===== src/rtl/uart_rom_loader_pkg.sv =====
// Shared constants, state encodings and helpers for the UART ROM download engine.
package uart_rom_loader_pkg;

    localparam int unsigned MEM_BUS_W  = 32;
    localparam int unsigned MEM_ADDR_W = 32;
    localparam int unsigned ROM_NUM    = 4096;
    localparam logic [7:0]  SYNC_BYTE  = 8'hA5;

    typedef enum logic [2:0] {
        ST_IDLE,
        ST_LEN0,
        ST_LEN1,
        ST_DATA,
        ST_CSUM
    } load_state_t;

    typedef enum logic [1:0] {
        RX_IDLE,
        RX_START,
        RX_DATA,
        RX_STOP
    } rx_state_t;

    // Byte address of ROM word idx relative to base.
    function automatic logic [MEM_ADDR_W-1:0] word_addr(input logic [MEM_ADDR_W-1:0] base,
                                                        input logic [15:0] idx);
        return base + {14'd0, idx, 2'b00};
    endfunction

endpackage


===== src/rtl/uart_rom_loader_rx.sv =====
// 8N1 UART receiver: 2-flop synchroniser, mid-bit sampling, byte_vld/frame_err pulses.
module uart_rom_loader_rx
    import uart_rom_loader_pkg::*;
#(
    parameter int unsigned DIV = 434
) (
    input  logic       clk,
    input  logic       rst,
    input  logic       i_rx,
    output logic       o_byte_vld,
    output logic [7:0] o_byte,
    output logic       o_frame_err
);

    localparam int unsigned CNT_W = $clog2(DIV + 1);
    localparam logic [CNT_W-1:0] HALF = CNT_W'(DIV / 2 - 1);
    localparam logic [CNT_W-1:0] FULL = CNT_W'(DIV - 1);

    // [1:0] synchroniser, [2] previous synchronised value for edge detection
    logic [2:0]       r_sync;
    rx_state_t        r_state;
    logic [CNT_W-1:0] r_cnt;
    logic [2:0]       r_bit;
    logic [7:0]       r_shift;

    logic w_rx;
    logic w_fall;
    assign w_rx   = r_sync[1];
    assign w_fall = r_sync[2] & ~r_sync[1];

    always_ff @(posedge clk or posedge rst) begin
        if (rst) begin
            r_sync      <= 3'b111;
            r_state     <= RX_IDLE;
            r_cnt       <= '0;
            r_bit       <= '0;
            r_shift     <= '0;
            o_byte_vld  <= 1'b0;
            o_byte      <= '0;
            o_frame_err <= 1'b0;
        end else begin
            r_sync      <= {r_sync[1:0], i_rx};
            o_byte_vld  <= 1'b0;
            o_frame_err <= 1'b0;
            case (r_state)
                RX_IDLE: begin
                    if (w_fall) begin
                        r_cnt   <= '0;
                        r_state <= RX_START;
                    end
                end
                RX_START: begin
                    if (r_cnt == HALF) begin
                        r_cnt   <= '0;
                        r_bit   <= '0;
                        r_state <= w_rx ? RX_IDLE : RX_DATA;
                    end else begin
                        r_cnt <= r_cnt + CNT_W'(1);
                    end
                end
                RX_DATA: begin
                    if (r_cnt == FULL) begin
                        r_cnt   <= '0;
                        r_shift <= {w_rx, r_shift[7:1]};
                        if (r_bit == 3'd7) r_state <= RX_STOP;
                        else               r_bit   <= r_bit + 3'd1;
                    end else begin
                        r_cnt <= r_cnt + CNT_W'(1);
                    end
                end
                RX_STOP: begin
                    if (r_cnt == FULL) begin
                        r_cnt   <= '0;
                        r_state <= RX_IDLE;
                        if (w_rx) begin
                            o_byte_vld <= 1'b1;
                            o_byte     <= r_shift;
                        end else begin
                            o_frame_err <= 1'b1;
                        end
                    end else begin
                        r_cnt <= r_cnt + CNT_W'(1);
                    end
                end
                default: r_state <= RX_IDLE;
            endcase
        end
    end

endmodule


===== src/rtl/uart_rom_loader.sv =====
// UART download engine: parses sync/length/data/checksum frames and writes words to the ROM.
module uart_rom_loader
    import uart_rom_loader_pkg::*;
#(
    parameter int unsigned           CLK_FREQ    = 50_000_000,
    parameter int unsigned           BAUD        = 115200,
    parameter logic [MEM_ADDR_W-1:0] BASE_ADDR   = 32'h0,
    parameter int unsigned           ROM_WORDS   = ROM_NUM,
    parameter int unsigned           TIMEOUT_CYC = (CLK_FREQ / BAUD) * 40
) (
    input  logic                  clk,
    input  logic                  rst,
    input  logic                  uart_rx_i,
    output logic                  rom_we_o,
    output logic [MEM_ADDR_W-1:0] rom_addr_o,
    output logic [MEM_BUS_W-1:0]  rom_data_o,
    output logic                  cpu_hold_o,
    output logic                  busy_o,
    output logic                  done_o,
    output logic                  err_o
);

    localparam int unsigned      DIV     = CLK_FREQ / BAUD;
    localparam int unsigned      GAP_W   = $clog2(TIMEOUT_CYC + 1);
    localparam logic [GAP_W-1:0] GAP_MAX = GAP_W'(TIMEOUT_CYC);

    logic       w_byte_vld;
    logic [7:0] w_byte;
    logic       w_frame_err;

    uart_rom_loader_rx #(.DIV(DIV)) u_uart_rx (
        .clk        (clk),
        .rst        (rst),
        .i_rx       (uart_rx_i),
        .o_byte_vld (w_byte_vld),
        .o_byte     (w_byte),
        .o_frame_err(w_frame_err)
    );

    load_state_t          r_state;
    logic [15:0]          r_len;
    logic [15:0]          r_idx;
    logic [1:0]           r_bcnt;
    logic [MEM_BUS_W-1:0] r_word;
    logic [7:0]           r_sum;
    logic [GAP_W-1:0]     r_gap;

    logic                 w_timeout;
    logic [15:0]          w_len_n;
    logic [MEM_BUS_W-1:0] w_word_next;

    assign w_timeout   = (r_state != ST_IDLE) && (r_gap == GAP_MAX);
    assign w_len_n     = {w_byte, r_len[7:0]};
    assign w_word_next = {w_byte, r_word[MEM_BUS_W-1:8]};

    // Inter-byte gap counter; only runs inside a frame
    always_ff @(posedge clk or posedge rst) begin
        if (rst) begin
            r_gap <= '0;
        end else if (r_state == ST_IDLE || w_byte_vld) begin
            r_gap <= '0;
        end else if (!w_timeout) begin
            r_gap <= r_gap + GAP_W'(1);
        end
    end

    // Timeout takes priority over a byte landing in the same cycle
    always_ff @(posedge clk or posedge rst) begin
        if (rst) begin
            r_state    <= ST_IDLE;
            r_len      <= '0;
            r_idx      <= '0;
            r_bcnt     <= '0;
            r_word     <= '0;
            r_sum      <= '0;
            rom_we_o   <= 1'b0;
            rom_addr_o <= '0;
            rom_data_o <= '0;
            cpu_hold_o <= 1'b0;
            busy_o     <= 1'b0;
            done_o     <= 1'b0;
            err_o      <= 1'b0;
        end else begin
            rom_we_o <= 1'b0;
            done_o   <= 1'b0;
            if (w_timeout || w_frame_err) begin
                err_o      <= 1'b1;
                cpu_hold_o <= 1'b0;
                busy_o     <= 1'b0;
                r_state    <= ST_IDLE;
            end else if (w_byte_vld) begin
                case (r_state)
                    ST_IDLE: begin
                        if (w_byte == SYNC_BYTE) begin
                            r_sum      <= '0;
                            r_bcnt     <= '0;
                            r_idx      <= '0;
                            err_o      <= 1'b0;
                            cpu_hold_o <= 1'b1;
                            busy_o     <= 1'b1;
                            r_state    <= ST_LEN0;
                        end
                    end
                    ST_LEN0: begin
                        r_len[7:0] <= w_byte;
                        r_state    <= ST_LEN1;
                    end
                    ST_LEN1: begin
                        r_len <= w_len_n;
                        if (32'(w_len_n) > ROM_WORDS) begin
                            err_o      <= 1'b1;
                            cpu_hold_o <= 1'b0;
                            busy_o     <= 1'b0;
                            r_state    <= ST_IDLE;
                        end else if (w_len_n == 16'd0) begin
                            r_state <= ST_CSUM;
                        end else begin
                            r_state <= ST_DATA;
                        end
                    end
                    ST_DATA: begin
                        r_word <= w_word_next;
                        r_sum  <= r_sum + w_byte;
                        r_bcnt <= r_bcnt + 2'd1;
                        if (r_bcnt == 2'd3) begin
                            rom_we_o   <= 1'b1;
                            rom_addr_o <= word_addr(BASE_ADDR, r_idx);
                            rom_data_o <= w_word_next;
                            r_idx      <= r_idx + 16'd1;
                            if (r_idx + 16'd1 == r_len) r_state <= ST_CSUM;
                        end
                    end
                    ST_CSUM: begin
                        if (w_byte == r_sum) done_o <= 1'b1;
                        else                 err_o  <= 1'b1;
                        cpu_hold_o <= 1'b0;
                        busy_o     <= 1'b0;
                        r_state    <= ST_IDLE;
                    end
                    default: r_state <= ST_IDLE;
                endcase
            end
        end
    end

endmodule

===== config.mk =====
export PLATFORM = sky130hd
export DESIGN_NAME = uart_rom_loader
export DESIGN_NICKNAME = d
export VERILOG_FILES = /design/src/rtl/uart_rom_loader_pkg.sv /design/src/rtl/uart_rom_loader_rx.sv /design/src/rtl/uart_rom_loader.sv
export SDC_FILE = /design/constraint.sdc
export NUM_CORES = 1
export LEC_CHECK = 0
export ABC_CLOCK_PERIOD_IN_PS = 11850
export BUFFER_PORTS_ARGS = -buffer_cell sky130_fd_sc_hd__buf_2
export CAP_MARGIN = 30
export CELL_PAD_IN_SITES_DETAIL_PLACEMENT = 0
export CELL_PAD_IN_SITES_GLOBAL_PLACEMENT = 1
export CORE_MARGIN = 2
export CORE_UTILIZATION = 51
export CTS_BUF_LIST = sky130_fd_sc_hd__clkbuf_16
export DETAILED_ROUTE_END_ITERATION = 12
export GPL_TIMING_DRIVEN = 0
export PLACE_DENSITY_LB_ADDON = 0.25
export SYNTH_ARGS = -nofsm -noshare
export SYNTH_HDL_FRONTEND = slang
export SYNTH_HIERARCHICAL = 1
export SYNTH_SLANG_ARGS = --single-unit
export TNS_END_PERCENT = 20

===== constraint.sdc =====
create_clock -name clk -period 11.85 [get_ports clk]
set_input_delay 0.5925 -clock clk [delete_from_list [all_inputs] [get_ports clk]]
set_output_delay 0.5925 -clock clk [all_outputs]
set_load 0.03 [all_outputs]

# [Word level (Yosys, flattened, before mapping)]
# Cells that the tools add are included.
[totals] in_bits=3 out_inout_bits=69 ff_bits=179 wordCells=143
[classes] n_lt_le_gt_ge=1 n_reduce_logical=25 add_sub_neg=6 bitwise=3 mux=57 eq_ne=29
[ops] cell="$mux W16" count=2
[ops] cell="$pmux W16 S2" count=1
[ops] cell="$mux W15" count=2
[ops] cell="$mux W3" count=10
[ops] cell="$mux W9" count=3
[ops] cell="$pmux W9 S3" count=1
[ops] cell="$mux W1" count=23
[ops] cell="$reduce_and A4 Y1" count=5
[ops] cell="$add A16 B1 Y16 const B" count=1
[ops] cell="$eq A16 B16 Y1" count=1
[ops] cell="$gt A16 B13 Y1 const B" count=1
[ops] cell="$logic_not A16 Y1" count=1
[ops] cell="$pmux W8 S2" count=1
[ops] cell="$add A15 B1 Y15 const B" count=1
[ops] cell="$eq A15 B15 Y1 const B" count=1
[ops] cell="$reduce_and A5 Y1" count=3
[ops] cell="$mux W2" count=7
[ops] cell="$ne A2 B1 Y1 const B" count=7
[ops] cell="$ne A3 B3 Y1 const B" count=4
[ops] cell="$pmux W3 S4" count=1
[ops] cell="$reduce_and A3 Y1" count=4
[ops] cell="$add A9 B1 Y9 const B" count=1
[ops] cell="$eq A9 B8 Y1 const B" count=1
[ops] cell="$eq A9 B9 Y1 const B" count=1
[ops] cell="other kinds (28)" count=38

# [Logic depth before layout (Yosys ltp)]
# Gate-level depths: netlist (run 1).
[depth] depth_word=7 depth_mapped=13 ltp_nobuf=10

# [Cells and area by module]
# The synthesis (run 1) kept the hierarchy.
[modules_own_cells] module="uart_rom_loader" instances=1 cells_per_inst=629 seq_area_each_um2=3403.3 area_each_um2=6577.6
[modules_own_cells] module="uart_rom_loader_rx" instances=1 cells_per_inst=127 seq_area_each_um2=879.6 area_each_um2=1585.3

# [Worst setup path after synthesis (run 1)]
# Ideal clock, no wire load.
[synth_path] path_kind="reg-to-reg" start="register r_idx[0]" end="register, netlist name r_state[0]" t_arrival_ns=2.404 path_slack_ns=9.323 path_stages_with_launch=9 path_buffers=0 period_less_slack_ns=2.527 cell_sequence="dfrtp_1 > ha_1 > nand4_2 > nor3_1 > mux2i_1 > or4_1 > nor4_1 > a31oi_1 > o221a_2"
[synth_lines] element="start: declaration" line="uart_rom_loader.sv:42" rtl="logic [15:0] r_idx;"
[synth_lines] element="start signal: assignment" line="uart_rom_loader.sv:129" rtl="r_idx <= r_idx + 16'd1;"

# [Worst setup path after layout (run 1)]
[layout_path] start="register u_uart_rx.o_byte[1]" end="register r_idx[3]"
[layout_between] elab_chain_cells=3
[layout_lines] element="start: declaration" line="uart_rom_loader_rx.sv:11" rtl="output logic [7:0] o_byte,"
[layout_lines] element="start signal: assignment" line="uart_rom_loader_rx.sv:77" rtl="o_byte <= r_shift;"
[layout_lines] element="$eq A8 B8 Y1" line="uart_rom_loader.sv:94" rtl="if (w_byte == SYNC_BYTE) begin"
[layout_lines] element="$ne A2 B1 Y1 (no line)"
[layout_lines] element="$reduce_and A5 Y1 (no line)"
# Every way passes these cells.
# A chain may end at the register's enable or synchronous reset.

==> results of run 1 <==
critical path, stage by stage, from the launching register on:
cell and delay, ns:
dfrtp_1 0.54, nor4b_1 0.36, nand4_1 0.15, a21oi_1 0.50
inv_1 0.11, or4_1 0.49, clkbuf_1 0.25, clkbuf_1 0.30
o21ai_0 0.22, o41ai_1 0.10
registers in the layout, summed over array words and instances, names as in the netlist, 3 cells and up, named ones only:
register           cells
r_state                3
r_sum                  8
rom_addr_o            16
r_idx                 16
u_uart_rx/o_byte       8
r_len                 16
u_uart_rx/r_shift      8
r_word                24
u_uart_rx/r_sync       3
rom_data_o            32
r_gap                 15
u_uart_rx/r_cnt        9
u_uart_rx/r_bit        3
per-stage QoR:
stage          power, mW  cell area [µm²]  std cells  hold WS (ns)
6_report            1.24             9410       1077         0.220
5_1_grt             1.29             9410       1077         0.240
4_1_cts             1.26             9410       1077         0.225
3_5_place_dp       0.706             8830       1045         0.359
3_3_place_gp       0.697             8760       1042         0.347
2_1_floorplan      0.682             8220        771         0.345
cell type report:
type / instances / area (µm²)
Buffer: 49 / 275
Fill cell: 1386 / 6360
Clock buffer: 17 / 425
Inverter: 23 / 91.3
Timing Repair Buffer: 58 / 335
Tap cell: 216 / 270
Sequential cell: 171 / 4280
Clock inverter: 15 / 154
Multi-Input combinational cell: 528 / 3570
cells in the final DEF, fill, tap and decap left out, drive strengths merged, types with 4 or more instances in the layout:
cell type and count:
dfrtp 168, nand2 120, buf 95, mux2 81, o21ai 39, nor2 38, inv 33, clkbuf 29
xnor2 27, nand3 23, a21oi 16, ha 16, conb 16, xor2 15, nor3 15, a22o 12
or3 11, nor4 11, o22ai 9, nand4 9, nor2b 7, o41ai 7, nor4b 7, and3 4
o31a 4, o31ai 4
worst min-delay path by stage:
stage	start	to	slack (ns)
global route	uart_rx_i	u_uart_rx/r_sync[0]	0.24
global placement	u_uart_rx/r_sync[0]	u_uart_rx/r_sync[1]	0.35
floorplan	u_uart_rx/r_sync[0]	u_uart_rx/r_sync[1]	0.35
detailed placement	u_uart_rx/r_sync[0]	u_uart_rx/r_sync[1]	0.36
CTS	rst	u_uart_rx/r_bit[0]	0.22
finish	rst	u_uart_rx/r_bit[0]	0.22
cell families (layout without fill, tap and decap cells):
| family | count (synthesis) | after routing | synth area share (%) |
|---|---|---|---|
| buffers and inverters | 72 | 162 | 4.43 |
| flip-flops | 171 | 171 | 52.5 |
| AND/OR/NAND/NOR | 262 | 262 | 15.8 |
| AO/OA/AOI/OAI | 108 | 108 | 8.58 |
| adder cells (fa/ha/maj) | 17 | 17 | 2.70 |
| multiplexers | 83 | 83 | 11.4 |
| other | 1 | 16 | 0.0459 |
| XOR/XNOR | 42 | 42 | 4.51 |
power by group:
part           internal (mW)  switching (mW)
clock network          0.298           0.250
registers              0.594          0.0150
logic                 0.0312          0.0552
metal layers:
layer,share of wire [%],vias to the layer above
met5,0,-
met4,1.9,0
met3,3.8,30
met2,48,133
met1,46,2934
li1,-,2811
==> metrics.txt, run 1 <==
Placer Congestion=0.877; worst min path class=in -> async; area share of the largest cell type after synthesis=51.5%; layout cell share with drive strength beyond 1=26.1%; Final Cycle Share=26.9%; Final Slew Violations=0; die outline width=131 µm; I/O pins=72; top cells by area, synth=dfrtp_1 (52%), mux2_2 (11%), nand2_1 (5.5%); gr busiest metal=met2; sequential fraction of the synthesis area=52.5%; endpoints failing hold=0; largest net degree at the start of global routing=77; top cell type by total area after synthesis=dfrtp_1; CTS Hold Bufs=0; Starting Density=51.8%; clk buf depth=2; clk_lat worst skew=0.44 ns; Commonest cells post-synth=dfrtp_1 (168), nand2_1 (120), mux2_2 (81); Root Buffer=clkbuf_16; Die H=131 µm; CTS tree=built; Die Footprint=0.0170 mm²; Post-CTS Resized=0; Max-Cap Viols=0; final wirelength=17.6 mm; WS Path Type=reg -> reg; buffers added on ports=55; Post-CTS Setup Inserts=0; number of cell rows=46; Leak=4.74 nW; Final Util=59.7%; Worst setup SP type=flip-flop; top-count cell post-synth=dfrtp_1; CP Data Required Time=12.14 ns; Slew HR=49.1%; Max FO, Critical Path=10; DRT Pass-1 Iters=5; Avg Inst Size Synth=10.8 µm²; post-layout min period=3.19 ns; final setup vio count=0; vias in the first global route=5752; GRT overflow=0; Num Clock Sinks=171; detailed-route via count=5908; met3 Use GR=4.11%; end of the critical path=r_idx[3]; #FFs+latches synth=171; Worst R2R Start=u_uart_rx/o_byte[1]; CTS buffer count=17; reg-to-reg endpoint=r_idx[3]; R2R Setup Slk=8.66 ns; PwrDens=132 mW/mm²; first-pass GRT wire length=29.5 mm; status=finished clean; number of flops mapped to enable cells by yosys=0; r2r worst-path depth=9; core area=0.0158 mm²; # diodes=0; RSZ-0062 raised after global routing=false; synthesis-to-finish area growth=15.3%; HPWL after DPL=12.6 mm; final setup margin=8.66 ns; number of nets in the layout=868; Max VDD drop=0.104 mV; worst-margin pin slew=0.759 ns; DR iter-0 viols=421; Synth async-reset ratio=100%; post-route setup TNS=0 ns; Max Freq=314 MHz; netlist area before placement=0.00816 mm²; DRC violations left=0; # H-tree levels=4; Syn Inst Count=756; GRT met1 Usage=30.8%; dpl ws=8.68 ns; Yosys warning count=6; crit path DAT=3.48 ns; Synth Flop Type=dfrtp_1; routed len/inst=16.4 µm; CTS clock-pin slew for the worst setup and hold paths=0.07 ns; worst-case clock skew=0.00795 ns; Synth cell types=59; GRT Overall Usage=22.3%; routing usage on met2=35.7%; crit path from=u_uart_rx/o_byte[1]; vias per std cell=5.49; Routed Antenna Nets=0; CP Capture Type=flip-flop; initial antenna violation count=0
Note: power is estimated with default switching activity, not from simulation.
==> run 2, diff against run 1 <==
--- a/config.mk
+++ b/config.mk
@@ -5,13 +5,14 @@
 export SDC_FILE = /design/constraint.sdc
 export NUM_CORES = 1
 export LEC_CHECK = 0
-export ABC_CLOCK_PERIOD_IN_PS = 11850
+export ABC_AREA = 1
+export ABC_CLOCK_PERIOD_IN_PS = 3200
 export BUFFER_PORTS_ARGS = -buffer_cell sky130_fd_sc_hd__buf_2
 export CAP_MARGIN = 30
 export CELL_PAD_IN_SITES_DETAIL_PLACEMENT = 0
 export CELL_PAD_IN_SITES_GLOBAL_PLACEMENT = 1
 export CORE_MARGIN = 2
-export CORE_UTILIZATION = 51
+export CORE_UTILIZATION = 45
 export CTS_BUF_LIST = sky130_fd_sc_hd__clkbuf_16
 export DETAILED_ROUTE_END_ITERATION = 12
 export GPL_TIMING_DRIVEN = 0
==> constraint.sdc (replaced) <==
create_clock -name clk -period 3.2 [get_ports clk]
set_input_delay 0.16 -clock clk [delete_from_list [all_inputs] [get_ports clk]]
set_output_delay 0.16 -clock clk [all_outputs]
set_load 0.03 [all_outputs]
==> run 2 against run 1 <==
Compared with the run above:
- clock power grew to 3.8 times the previous value
- cell area up 4.8%
- critical endpoint is now r_sum[7]
- via count rose by 14%
- critical path type unchanged
- highest routed layer unchanged
==> metrics.txt, run 2 <==
Max FO, Critical Path=10; DR iter-0 viols=409; post-layout min period=2.46 ns; Root Buffer=clkbuf_16; Die Footprint=0.0200 mm²; worst min path class=in -> async; GRT Overall Usage=20.6%; layout cell share with drive strength beyond 1=15.6%; HPWL after DPL=14.1 mm; Leak=4.92 nW; CTS tree=built; Max VDD drop=0.354 mV; Slew HR=60.5%; crit path DAT=2.78 ns; GRT overflow=0; Synth async-reset ratio=100%; most common cell after layout, fill and taps aside=nand2_1; Placer Congestion=0.798; core area=0.0186 mm²; Yosys warning count=6; largest net degree at the start of global routing=38; Worst R2R Start=r_gap[13]; CP Data Required Time=3.51 ns; Worst path top cell family by delay=simple AND/OR/NAND/NOR gates; number of cell rows=50; Syn Inst Count=1021; CP Capture Type=flip-flop; most frequent cells in the layout=nand2_1 (317), dfrtp_1 (168), inv_1 (114); # diodes=0; initial antenna violation count=0; post-route setup TNS=0 ns; DRC violations left=0; area share of the largest cell type after synthesis=49.6%; first-pass GRT wire length=32.6 mm; critical path's most frequent cell=nand2_4; vias per std cell=4.94; Synth Flop Type=dfrtp_1; Worst setup SP type=flip-flop; RSZ-0062 raised after global routing=false; number of flops mapped to enable cells by yosys=0; #FFs+latches synth=171; # H-tree levels=4; Num Clock Sinks=171; endpoints failing hold=0; Final Cycle Share=76.9%; I/O pins=72; max FFs per register=32; top-count cell post-synth=nand2_1; number of nets in the layout=1137; WS Path Type=reg -> reg; top cells by area, synth=dfrtp_1 (50%), nand2_1 (14%), inv_1 (5.1%); Post-CTS Setup Inserts=0; Avg Inst Size Synth=8.30 µm²; Reg with most FFs=rom_data_o; die outline width=141 µm; Commonest cells post-synth=nand2_1 (317), dfrtp_1 (168), inv_1 (115); Buf/Inv on CP=2; detailed-route via count=6740; overall power=4.73 mW; PwrDens=480 mW/mm²; Routed Antenna Nets=0; Top Registers=rom_data_o: 32 flops, r_word: 24 flops; CP max stage cell=clkinv_1; sequential fraction of the synthesis area=50.5%; Synth cell types=44; final wirelength=19.4 mm; buffers added on ports=55; Final Slew Violations=0; reg-to-reg endpoint=r_sum[7]; Starting Density=45.6%; clk buf depth=2; DRT Pass-1 Iters=7; top cell type by total area after synthesis=dfrtp_1; R2R Setup Slk=0.74 ns; routed len/inst=14.3 µm; CTS clock-pin slew for the worst setup and hold paths=0.07 ns; Max Freq=406 MHz; netlist area before placement=0.00848 mm²; worst-case clock skew=0.0138 ns; final setup vio count=0; critical path cell sequence=inv_1, nand3_1, nor4_1, nand3_2, nand2_4, nor2_4, nand2_4, clkinv_1, nand2_1, o21ai_0; r2r worst-path depth=10; filler cell count=1770; CTS buffer count=17; worst-margin pin slew=0.590 ns; synthesis-to-finish area growth=16.3%; slowest stage delay, CP=0.44 ns; Max-Cap Viols=0; Die H=141 µm; vias in the first global route=6327; clk_lat worst skew=0.44 ns; status=finished clean
## run 2: cell count changes after synthesis, moves of 23 or more
cell / delta
inv_1: +92
o21a_1: +33
mux2_2: -81
xnor2_1: -23
nand3_1: +38
nand2_1: +197
o21ai_0: +36
## run 2: worst max-delay path by stage
stage / start / to / slack (ns) / cells past startpoint
2_1_floorplan: r_gap[0] / rom_addr_o[3] / 1.31 / 13
3_3_place_gp: rst / rom_addr_o[7] / 0.31 / 2
3_5_place_dp: r_gap[0] / r_sum[4] / 0.76 / 11
4_1_cts: r_gap[0] / r_sum[7] / 0.74 / 11
5_1_grt: r_gap[12] / r_sum[4] / 0.44 / 10
6_report: r_gap[13] / r_sum[7] / 0.74 / 10
## run 2: timing repair
action / 4_1_cts / 5_1_grt
hold buffers: 2 / 0
endpoints found under the hold margin: 22 / 0
gates resized for setup: 0 / 0
## run 2: cells by family after synthesis
family | share of synthesized area, %
muxes | 0.118
adders and majority gates | 2.60
xor gates and xnor gates | 1.40
AOI/OAI and AO/OA | 11.5
DFF | 50.5
buffers and inverters | 8.68
other | 0.0442
and+or+nand+nor | 25.2
## run 2: worst reg2reg max path: stages, from the launching register on
cell      delay [ns]
dfrtp_1         0.42
inv_1           0.11
nand3_1         0.08
nor4_1          0.43
nand3_2         0.20
nand2_4         0.17
nor2_4          0.06
nand2_4         0.16
clkinv_1        0.45
nand2_1         0.19
o21ai_0         0.09
## run 2: cell type report
cell class | count | area, µm² | share of cell area [%]
plain buffers | 40 | 270 | 2.74
clock buffers | 17 | 425 | 4.32
clock inverters | 15 | 199 | 2.02
inverters | 124 | 469 | 4.76
multi-input cells | 701 | 3520 | 35.7
flip-flops and latches | 171 | 4280 | 43.4
well taps | 234 | 293 | 2.97
repair buffers | 62 | 403 | 4.09
## run 2: power by group
part / switching, mW / total (mW) / internal, mW
clock network: 1.03 / 2.10 / 1.07
registers: 0.0458 / 2.24 / 2.19
logic: 0.265 / 0.394 / 0.128
## run 2: per-layer routing
metal / vias up / global-route usage, % / part of all wire (%)
met5: - / 0 / 0
met4: 0 / 5.00 / 1.0
met3: 14 / 4.39 / 3.8
met2: 118 / 31.6 / 45
met1: 3164 / 30.2 / 50
li1: 3444 / - / -
## run 2: per-stage QoR
step | cells | setup WS (ns) | hold WS [ns] | util, % | area (µm²)
3_5_place_dp | 1330 | 0.763 | 0.175 | 49.6 | 9210
6_report | 1364 | 0.738 | 0.253 | 53.1 | 9860
3_3_place_gp | 1325 | 0.307 | 0.266 | 49.0 | 9110
5_1_grt | 1364 | 0.438 | 0.281 | 53.1 | 9860
2_1_floorplan | 1036 | 1.31 | 0.164 | - | 8540
4_1_cts | 1364 | 0.741 | 0.261 | 53.1 | 9860
